### config.mk
export PLATFORM = sky130hd
export DESIGN_NAME = branch_resolve_queue_flat
export DESIGN_NICKNAME = d
export VERILOG_FILES = /design/src/rtl/bp_pkg.sv /design/src/rtl/branch_resolve_queue_if.sv /design/src/rtl/bp_inflight_fifo.sv /design/src/rtl/branch_resolve_queue.sv /design/src/flat_wrapper.sv
export SDC_FILE = /design/constraint.sdc
export NUM_CORES = 1
export LEC_CHECK = 0
export BUFFER_PORTS_ARGS = -buffer_cell sky130_fd_sc_hd__buf_4
export CAP_MARGIN = 10
export CORE_ASPECT_RATIO = 1.1
export CORE_UTILIZATION = 51
export DETAILED_ROUTE_END_ITERATION = 12
export PLACE_DENSITY = 0.84
export SETUP_SLACK_MARGIN = 0.1
export SLEW_MARGIN = 10
export SYNTH_ARGS = -nofsm -noshare
export SYNTH_HDL_FRONTEND = slang
export SYNTH_HIERARCHICAL = 1
export SYNTH_SLANG_ARGS = --single-unit
### constraint.sdc
create_clock -name clk -period 2.2 [get_ports clk]
set_input_delay 0.11 -clock clk [delete_from_list [all_inputs] [get_ports clk]]
set_output_delay 0.11 -clock clk [all_outputs]
set_load 0.01 [all_outputs]
### src/rtl/bp_pkg.sv
// Shared types and defaults for the branch resolve queue: entry payload and saturating increment.
package bp_pkg;

  localparam int unsigned K         = 4;
  localparam int unsigned M         = 3;
  localparam int unsigned DEPTH_DEF = 4;
  localparam int unsigned CNT_W_DEF = 16;

  typedef struct packed {
    logic [K-1:0] index;
    logic [M-1:0] bhr;
    logic         taken;
  } bp_entry_t;

  // Increment that sticks at max_v; callers narrow the result to their counter width.
  function automatic logic [31:0] sat_inc(input logic [31:0] v, input logic [31:0] max_v);
    return (v >= max_v) ? v : v + 32'd1;
  endfunction

endpackage

### src/rtl/branch_resolve_queue_if.sv
// Predictor/execute/update bus of the branch resolve queue; slave is the queue, master drives it.
interface branch_resolve_queue_if #(
  parameter int unsigned DEPTH = bp_pkg::DEPTH_DEF,
  parameter int unsigned CNT_W = bp_pkg::CNT_W_DEF
);
  localparam int unsigned OCC_W = $clog2(DEPTH + 1);

  logic                  pred_valid;
  logic                  pred_ready;
  logic [bp_pkg::K-1:0]  pred_index;
  logic [bp_pkg::M-1:0]  pred_bhr;
  logic                  pred_taken;
  logic                  res_valid;
  logic                  res_ready;
  logic                  res_outcome;
  logic                  flush;
  logic                  upd_valid;
  logic [bp_pkg::K-1:0]  upd_index;
  logic [bp_pkg::M-1:0]  upd_bhr;
  logic                  upd_outcome;
  logic                  upd_mispredict;
  logic [OCC_W-1:0]      occupancy;
  logic [CNT_W-1:0]      total_cnt;
  logic [CNT_W-1:0]      miss_cnt;

  modport master (
    output pred_valid, pred_index, pred_bhr, pred_taken,
    output res_valid, res_outcome, flush,
    input  pred_ready, res_ready,
    input  upd_valid, upd_index, upd_bhr, upd_outcome, upd_mispredict,
    input  occupancy, total_cnt, miss_cnt
  );

  modport slave (
    input  pred_valid, pred_index, pred_bhr, pred_taken,
    input  res_valid, res_outcome, flush,
    output pred_ready, res_ready,
    output upd_valid, upd_index, upd_bhr, upd_outcome, upd_mispredict,
    output occupancy, total_cnt, miss_cnt
  );

endinterface

### src/rtl/bp_inflight_fifo.sv
// In-flight prediction storage: circular buffer with wrap-bit pointers, push/pop/clear.
module bp_inflight_fifo
  import bp_pkg::*;
#(
  parameter int unsigned DEPTH = DEPTH_DEF
) (
  input  logic                         clk,
  input  logic                         reset,
  input  logic                         push_i,
  input  bp_entry_t                    wdata_i,
  input  logic                         pop_i,
  input  logic                         clear_i,
  output bp_entry_t                    rdata_o,
  output logic                         full_o,
  output logic                         empty_o,
  output logic [$clog2(DEPTH+1)-1:0]   count_o
);

  localparam int unsigned AW = $clog2(DEPTH);
  localparam int unsigned PW = AW + 1;
  localparam int unsigned CW = $clog2(DEPTH + 1);

  bp_entry_t       mem_q [DEPTH];
  logic [PW-1:0]   wr_ptr_q, wr_ptr_d;
  logic [PW-1:0]   rd_ptr_q, rd_ptr_d;
  logic            push_ok, pop_ok;

  // Same slot, different lap means full; identical pointers means empty.
  assign full_o  = (wr_ptr_q[AW] != rd_ptr_q[AW]) && (wr_ptr_q[AW-1:0] == rd_ptr_q[AW-1:0]);
  assign empty_o = (wr_ptr_q == rd_ptr_q);
  assign count_o = CW'(wr_ptr_q - rd_ptr_q);
  assign rdata_o = mem_q[rd_ptr_q[AW-1:0]];

  // A clear drops any same-cycle push; a same-cycle pop has already read its head.
  assign push_ok = push_i && !full_o && !clear_i;
  assign pop_ok  = pop_i && !empty_o;

  always_comb begin
    wr_ptr_d = wr_ptr_q;
    rd_ptr_d = rd_ptr_q;
    if (clear_i) begin
      wr_ptr_d = '0;
      rd_ptr_d = '0;
    end else begin
      if (push_ok) wr_ptr_d = wr_ptr_q + PW'(1);
      if (pop_ok)  rd_ptr_d = rd_ptr_q + PW'(1);
    end
  end

  always_ff @(posedge clk or negedge reset) begin
    if (!reset) begin
      wr_ptr_q <= '0;
      rd_ptr_q <= '0;
    end else begin
      wr_ptr_q <= wr_ptr_d;
      rd_ptr_q <= rd_ptr_d;
    end
  end

  // Payload storage needs no reset; pointers gate visibility.
  always_ff @(posedge clk) begin
    if (push_ok) mem_q[wr_ptr_q[AW-1:0]] <= wdata_i;
  end

endmodule

### src/rtl/branch_resolve_queue.sv
// Branch resolve queue: pairs issued predictions with execute outcomes, trains the predictor, counts accuracy.
// Optional macro FLUSH_ON_MISS_EN: a resolved mispredict also discards the younger wrong-path entries.
module branch_resolve_queue
  import bp_pkg::*;
#(
  parameter int unsigned DEPTH = DEPTH_DEF,
  parameter int unsigned CNT_W = CNT_W_DEF
) (
  input  logic                 clk,
  input  logic                 reset,
  branch_resolve_queue_if.slave bus
);

  localparam int unsigned      OCC_W   = $clog2(DEPTH + 1);
  localparam logic [CNT_W-1:0] CNT_MAX = '1;

  bp_entry_t        pred_entry;
  bp_entry_t        head;
  logic             full, empty;
  logic             pop, mispredict, flush_eff;
  logic [OCC_W-1:0] count;

  logic             upd_valid_q, upd_valid_d;
  logic [K-1:0]     upd_index_q, upd_index_d;
  logic [M-1:0]     upd_bhr_q, upd_bhr_d;
  logic             upd_outcome_q, upd_outcome_d;
  logic             upd_miss_q, upd_miss_d;
  logic [CNT_W-1:0] total_q, total_d;
  logic [CNT_W-1:0] miss_q, miss_d;

  assign pred_entry = '{index: bus.pred_index, bhr: bus.pred_bhr, taken: bus.pred_taken};

  bp_inflight_fifo #(.DEPTH(DEPTH)) u_fifo (
    .clk     (clk),
    .reset   (reset),
    .push_i  (bus.pred_valid),
    .wdata_i (pred_entry),
    .pop_i   (bus.res_valid),
    .clear_i (flush_eff),
    .rdata_o (head),
    .full_o  (full),
    .empty_o (empty),
    .count_o (count)
  );

  assign pop        = bus.res_valid && !empty;
  assign mispredict = head.taken != bus.res_outcome;

`ifdef FLUSH_ON_MISS_EN
  assign flush_eff = bus.flush || (pop && mispredict);
`else
  assign flush_eff = bus.flush;
`endif

  // Update payload is captured only on a pop and otherwise holds its last value.
  always_comb begin
    upd_valid_d   = pop;
    upd_index_d   = upd_index_q;
    upd_bhr_d     = upd_bhr_q;
    upd_outcome_d = upd_outcome_q;
    upd_miss_d    = upd_miss_q;
    total_d       = total_q;
    miss_d        = miss_q;
    if (pop) begin
      upd_index_d   = head.index;
      upd_bhr_d     = head.bhr;
      upd_outcome_d = bus.res_outcome;
      upd_miss_d    = mispredict;
      total_d       = CNT_W'(sat_inc(32'(total_q), 32'(CNT_MAX)));
      if (mispredict) miss_d = CNT_W'(sat_inc(32'(miss_q), 32'(CNT_MAX)));
    end
  end

  always_ff @(posedge clk or negedge reset) begin
    if (!reset) begin
      upd_valid_q   <= 1'b0;
      upd_index_q   <= '0;
      upd_bhr_q     <= '0;
      upd_outcome_q <= 1'b0;
      upd_miss_q    <= 1'b0;
      total_q       <= '0;
      miss_q        <= '0;
    end else begin
      upd_valid_q   <= upd_valid_d;
      upd_index_q   <= upd_index_d;
      upd_bhr_q     <= upd_bhr_d;
      upd_outcome_q <= upd_outcome_d;
      upd_miss_q    <= upd_miss_d;
      total_q       <= total_d;
      miss_q        <= miss_d;
    end
  end

  assign bus.pred_ready     = !full;
  assign bus.res_ready      = !empty;
  assign bus.occupancy      = count;
  assign bus.upd_valid      = upd_valid_q;
  assign bus.upd_index      = upd_index_q;
  assign bus.upd_bhr        = upd_bhr_q;
  assign bus.upd_outcome    = upd_outcome_q;
  assign bus.upd_mispredict = upd_miss_q;
  assign bus.total_cnt      = total_q;
  assign bus.miss_cnt       = miss_q;

endmodule

### src/flat_wrapper.sv
// flat-port wrapper written by rule: the top's interface ports become plain ports
module branch_resolve_queue_flat import bp_pkg::*;
#(
  parameter int unsigned DEPTH = DEPTH_DEF,
  parameter int unsigned CNT_W = CNT_W_DEF
)
  (clk, reset, bus_pred_valid, bus_pred_index, bus_pred_bhr, bus_pred_taken, bus_res_valid, bus_res_outcome, bus_flush, bus_pred_ready, bus_res_ready, bus_upd_valid, bus_upd_index, bus_upd_bhr, bus_upd_outcome, bus_upd_mispredict, bus_occupancy, bus_total_cnt, bus_miss_cnt);
  branch_resolve_queue_if #(.DEPTH(DEPTH), .CNT_W(CNT_W)) bus_i ();
  input  logic clk;
  input  logic reset;
  input wire logic [$bits(bus_i.pred_valid)-1:0] bus_pred_valid;
  input wire logic [$bits(bus_i.pred_index)-1:0] bus_pred_index;
  input wire logic [$bits(bus_i.pred_bhr)-1:0] bus_pred_bhr;
  input wire logic [$bits(bus_i.pred_taken)-1:0] bus_pred_taken;
  input wire logic [$bits(bus_i.res_valid)-1:0] bus_res_valid;
  input wire logic [$bits(bus_i.res_outcome)-1:0] bus_res_outcome;
  input wire logic [$bits(bus_i.flush)-1:0] bus_flush;
  output wire logic [$bits(bus_i.pred_ready)-1:0] bus_pred_ready;
  output wire logic [$bits(bus_i.res_ready)-1:0] bus_res_ready;
  output wire logic [$bits(bus_i.upd_valid)-1:0] bus_upd_valid;
  output wire logic [$bits(bus_i.upd_index)-1:0] bus_upd_index;
  output wire logic [$bits(bus_i.upd_bhr)-1:0] bus_upd_bhr;
  output wire logic [$bits(bus_i.upd_outcome)-1:0] bus_upd_outcome;
  output wire logic [$bits(bus_i.upd_mispredict)-1:0] bus_upd_mispredict;
  output wire logic [$bits(bus_i.occupancy)-1:0] bus_occupancy;
  output wire logic [$bits(bus_i.total_cnt)-1:0] bus_total_cnt;
  output wire logic [$bits(bus_i.miss_cnt)-1:0] bus_miss_cnt;
  assign bus_i.pred_valid = bus_pred_valid;
  assign bus_i.pred_index = bus_pred_index;
  assign bus_i.pred_bhr = bus_pred_bhr;
  assign bus_i.pred_taken = bus_pred_taken;
  assign bus_i.res_valid = bus_res_valid;
  assign bus_i.res_outcome = bus_res_outcome;
  assign bus_i.flush = bus_flush;
  assign bus_pred_ready = bus_i.pred_ready;
  assign bus_res_ready = bus_i.res_ready;
  assign bus_upd_valid = bus_i.upd_valid;
  assign bus_upd_index = bus_i.upd_index;
  assign bus_upd_bhr = bus_i.upd_bhr;
  assign bus_upd_outcome = bus_i.upd_outcome;
  assign bus_upd_mispredict = bus_i.upd_mispredict;
  assign bus_occupancy = bus_i.occupancy;
  assign bus_total_cnt = bus_i.total_cnt;
  assign bus_miss_cnt = bus_i.miss_cnt;
  branch_resolve_queue #(.DEPTH(DEPTH), .CNT_W(CNT_W)) u_core (.clk(clk), .reset(reset), .bus(bus_i));
endmodule
==> impl_metrics.toml <==
[run_status]
result_of_the_run = "finished, final reports clean"

[cells_and_area]
core_utilization_of_the_finished_layout_pct = 67.48
layout.nets = 407
top_library_cells_by_usage_in_the_layout_fill_and_taps_aside = "sky130_fd_sc_hd__buf_4 (74), sky130_fd_sc_hd__dfrtp_1 (47), sky130_fd_sc_hd__nand2_1 (42)"
n_fill_cell = 522
antennaDiodeCount = 0
layout_commonest_cell = "sky130_fd_sc_hd__buf_4"
area_growth_pct = 27.76
drive_above_1_share_pct = 32.47

[placed_design]
gp_congestion = 0.8486
dp_worst_setup_slack_ns = 0.1065
dp.final_hpwl_um = 5429
port_buffers = 60

[timing]
max-slew-margin-rel_pct = 51.33
setup-tns-final_ns = 0
worst_hold_slack_ns = 0.01753
timing.final.crit_share_pct = 93.48
timing.final.crit_period_ns = 2.057
setup-violations-final = 0
rsz0062_at_grt = "true"
timing_hold_violations_final = 0
clock.fmax_mhz = 486.3
fin_worst_skew_ns = 0.009155
report.final.slew_viol_count = 0
post-route-worst-setup-slack_ns = 0.1435
tightestPinTransition_ns = 0.7245

[logic_synthesis]
ys_warns = 6
synth_xor_xnor_area_share_pct = 6.829
post_synth_fa_ha_maj_area_fraction_pct = 3.584
synth_enable_flop_cells = 32
synth_compound_area_share_pct = 2.772
ys_async_sr_fraction_pct = 60.00
synth_seq_area_share_pct = 58.42
post_synth_inst_count = 296
mappedNetlistArea_sq_um = 3701
synthFlopType = "sky130_fd_sc_hd__dfrtp_1"
post_synth_and_or_nand_nor_area_fraction_pct = 19.61
synth_nets = 320
synth.area.mux_share_pct = 6.457
syn-mean-instance-area_sq_um = 12.50
synth_top_family_by_area = "simple AND/OR/NAND/NOR gates"
yosys_register_bits = 80
count_of_unique_library_cells_instantiated_by_yosys = 48

[clock_network]
numCtsBuffers = 9
cts_tree = "yes"
ctsLongestPathBuffers = 2
cts.htree.levels = 3
cts.sink_count = 80
clk_pin_slew_ns = 0.09
cts-root-buf = "sky130_fd_sc_hd__clkbuf_8"
clkLatencyLatePin_ns = 0.36

[power_and_ir_drop]
power_frac_clock_pct = 18.4
irDropWorstVdd_mv = 0.7981
share_seq_of_total_power_pct = 38.9
totalPowerFinal_mw = 5.554
power_leakage_nw = 2.012
intPower_mw = 3.482
power_density_relative_to_cell_area_nw_per_um2 = 1175
comb_power_share_pct = 42.8
power_switching_mw = 2.073
power.share.switching_pct = 37.32

[floorplan]
floorplan.core_area_sq_um = 7007
die_height_um = 91.35
start_util_pct = 52.82
die_x_um = 83.23
ioPinCount = 61
dieArea_sq_um = 7602
fp-row-count = 32

[critical_path]
cp-end-kind = "register"
cpMaxStageDelayCell = "sky130_fd_sc_hd__mux4_2"
start_kind = "register"
worst_path_dominant_cell_family = "multiplexers"
critical-path-max-stage-delay_ns = 0.54
path_buf_inv = 1
timing.critical_path.cells = "mux4_2, xor2_1, nand2_1, buf_12, nor2_2, mux2_2"
cp_data_arrival_time_ns = 2.30
worst-path-max-fanout = 15
timing_worst_setup_path_type = "reg2reg"
required_ns = 2.44

[detailed_routing]
routed-wl-met3_um = 296
avgViaCountPerCell = 5.647
wl_per_cell_um = 16.71
maxUsedRoutingLayer = "met4"
m1WireLength_um = 3249
met2WireLength_um = 4220
routed-via-count = 2671
aggregate_routed_wire_length_um = 7902
drt_first_pass_iters = 4
drc = 0
antenna_left = 0
initialDrtViolationCount = 114

[global_routing]
maximum_number_of_pins_on_one_net_before_global_route_repair = 49
first_global_vias = 2732
grt-ovfl-total = 0
global_route.usage.total_pct = 22.32
grt_first_pass_wirelength_um = 13130
grt_antenna_before_repair = 0

[worst_hold_path]
min-delay-path-class = "in2reg"

[run]
timing.max_cap.violations = 0
-- state kept, by name, indices dropped and copies added, names as in the netlist --
signal	count
u_core/bus.upd_mispredict	1
u_core/u_fifo/mem_q	32
u_core/u_fifo/wr_ptr_q	3
u_core/bus.miss_cnt	16
u_core/u_fifo/rd_ptr_q	3
u_core/bus.upd_bhr	3
u_core/bus.upd_valid	1
u_core/bus.upd_outcome	1
u_core/bus.upd_index	4
u_core/bus.total_cnt	16
-- worst reg2reg max path, stage by stage, from the launching register on --
cell and delay (ns):
sky130_fd_sc_hd__dfrtp_2 0.43, sky130_fd_sc_hd__mux4_2 0.54, sky130_fd_sc_hd__xor2_1 0.18, sky130_fd_sc_hd__nand2_1 0.11, sky130_fd_sc_hd__buf_12 0.16, sky130_fd_sc_hd__nor2_2 0.17, sky130_fd_sc_hd__mux2_2 0.35
-- synth_stat cells (all sizes together) (3+ instances only) --
cell,number,area [sq um]
dfrtp,48,1201
mux4,8,180.2
clkbuf,4,15.01
mux2,4,48.79
inv,11,41.29
nand3,16,80.08
edfxtp,32,960.9
ha,9,112.6
a21oi,4,20.02
nor2,8,30.03
nand4,12,90.09
and4,3,26.28
nand2,44,172.7
and3,8,50.05
nor4,9,71.32
xnor2,10,95.10
a31oi,5,31.28
nor2b,3,18.77
or4,3,26.27
xor2,18,157.7
buf,5,30.02
nor3,12,60.06
-- final timing paths --
| check | slack (ns) | end | depth (start not counted) | startpoint |
|---|---|---|---|---|
| worst max register to register | 0.14 | u_core/bus.miss_cnt[1] | 6 | u_core/u_fifo/rd_ptr_q[0] |
| min in group asynchronous | 0.30 | u_core/bus.miss_cnt[11] | 2 | reset |
| worst min-delay path | 0.02 | u_core/u_fifo/wr_ptr_q[2] | 2 | bus_flush |
| max in group asynchronous | 1.46 | u_core/u_fifo/rd_ptr_q[0] | 2 | reset |
| worst max-delay path | 0.14 | u_core/bus.miss_cnt[1] | 6 | u_core/u_fifo/rd_ptr_q[0] |
| worst min register to register | 0.51 | u_core/bus.upd_outcome | 2 | u_core/bus.upd_outcome |
-- metal layers --
metal,track usage (%),vias up
li1,-,1259
met1,27.65,1327
met2,37.77,73
met3,5.273,12
met4,8.908,0
met5,0,-
-- cell type report --
class                   count  area, sq um  share of cell area (%)
clock buffers               9        123.9                   2.620
repair buffers             85        675.6                   14.29
clock inverters             7        62.56                   1.323
multi-input cells         196         1555                   32.89
well taps                  85        106.4                   2.249
inverters                  11        41.29                  0.8732
flip-flops and latches     80         2163                   45.75
-- metrics by stage --
step	std cells	area (sq um)
after floorplan	296	3775
after global placement	443	4365
after detailed placement	443	4365
after CTS	469	4653
after global routing	473	4728
final	473	4728
-- power groups by stage --
| stage | clock network (mW) | registers, mW | logic [mW] |
|---|---|---|---|
| detailed placement | 0 | 2.18 | 2.25 |
| floorplan | 0 | 2.22 | 1.26 |
| finish | 1.02 | 2.16 | 2.38 |
| CTS | 1.04 | 2.16 | 2.30 |
| global route | 1.11 | 2.20 | 2.58 |
| global placement | 0 | 2.17 | 2.17 |
-- kinds of logic (layout without fill, tap and decap cells) --
kind of cell,after synthesis,in the layout
adders and majority gates,10,10
DFF,80,80
muxes,13,13
and+or+nand+nor,130,130
buffers and inverters,20,112
xor gates and xnor gates,28,28
AOI/OAI and AO/OA,15,15
-- repair_timing --
action                                  in CTS  in global routing
hold buffers                                10                  0
hold endpoints to repair                    81                  0
endpoints found under the setup margin       2                 17
buffers inserted                             0                  4
gates resized for setup                      1                  8
Note: power is estimated with default switching activity, not from simulation.
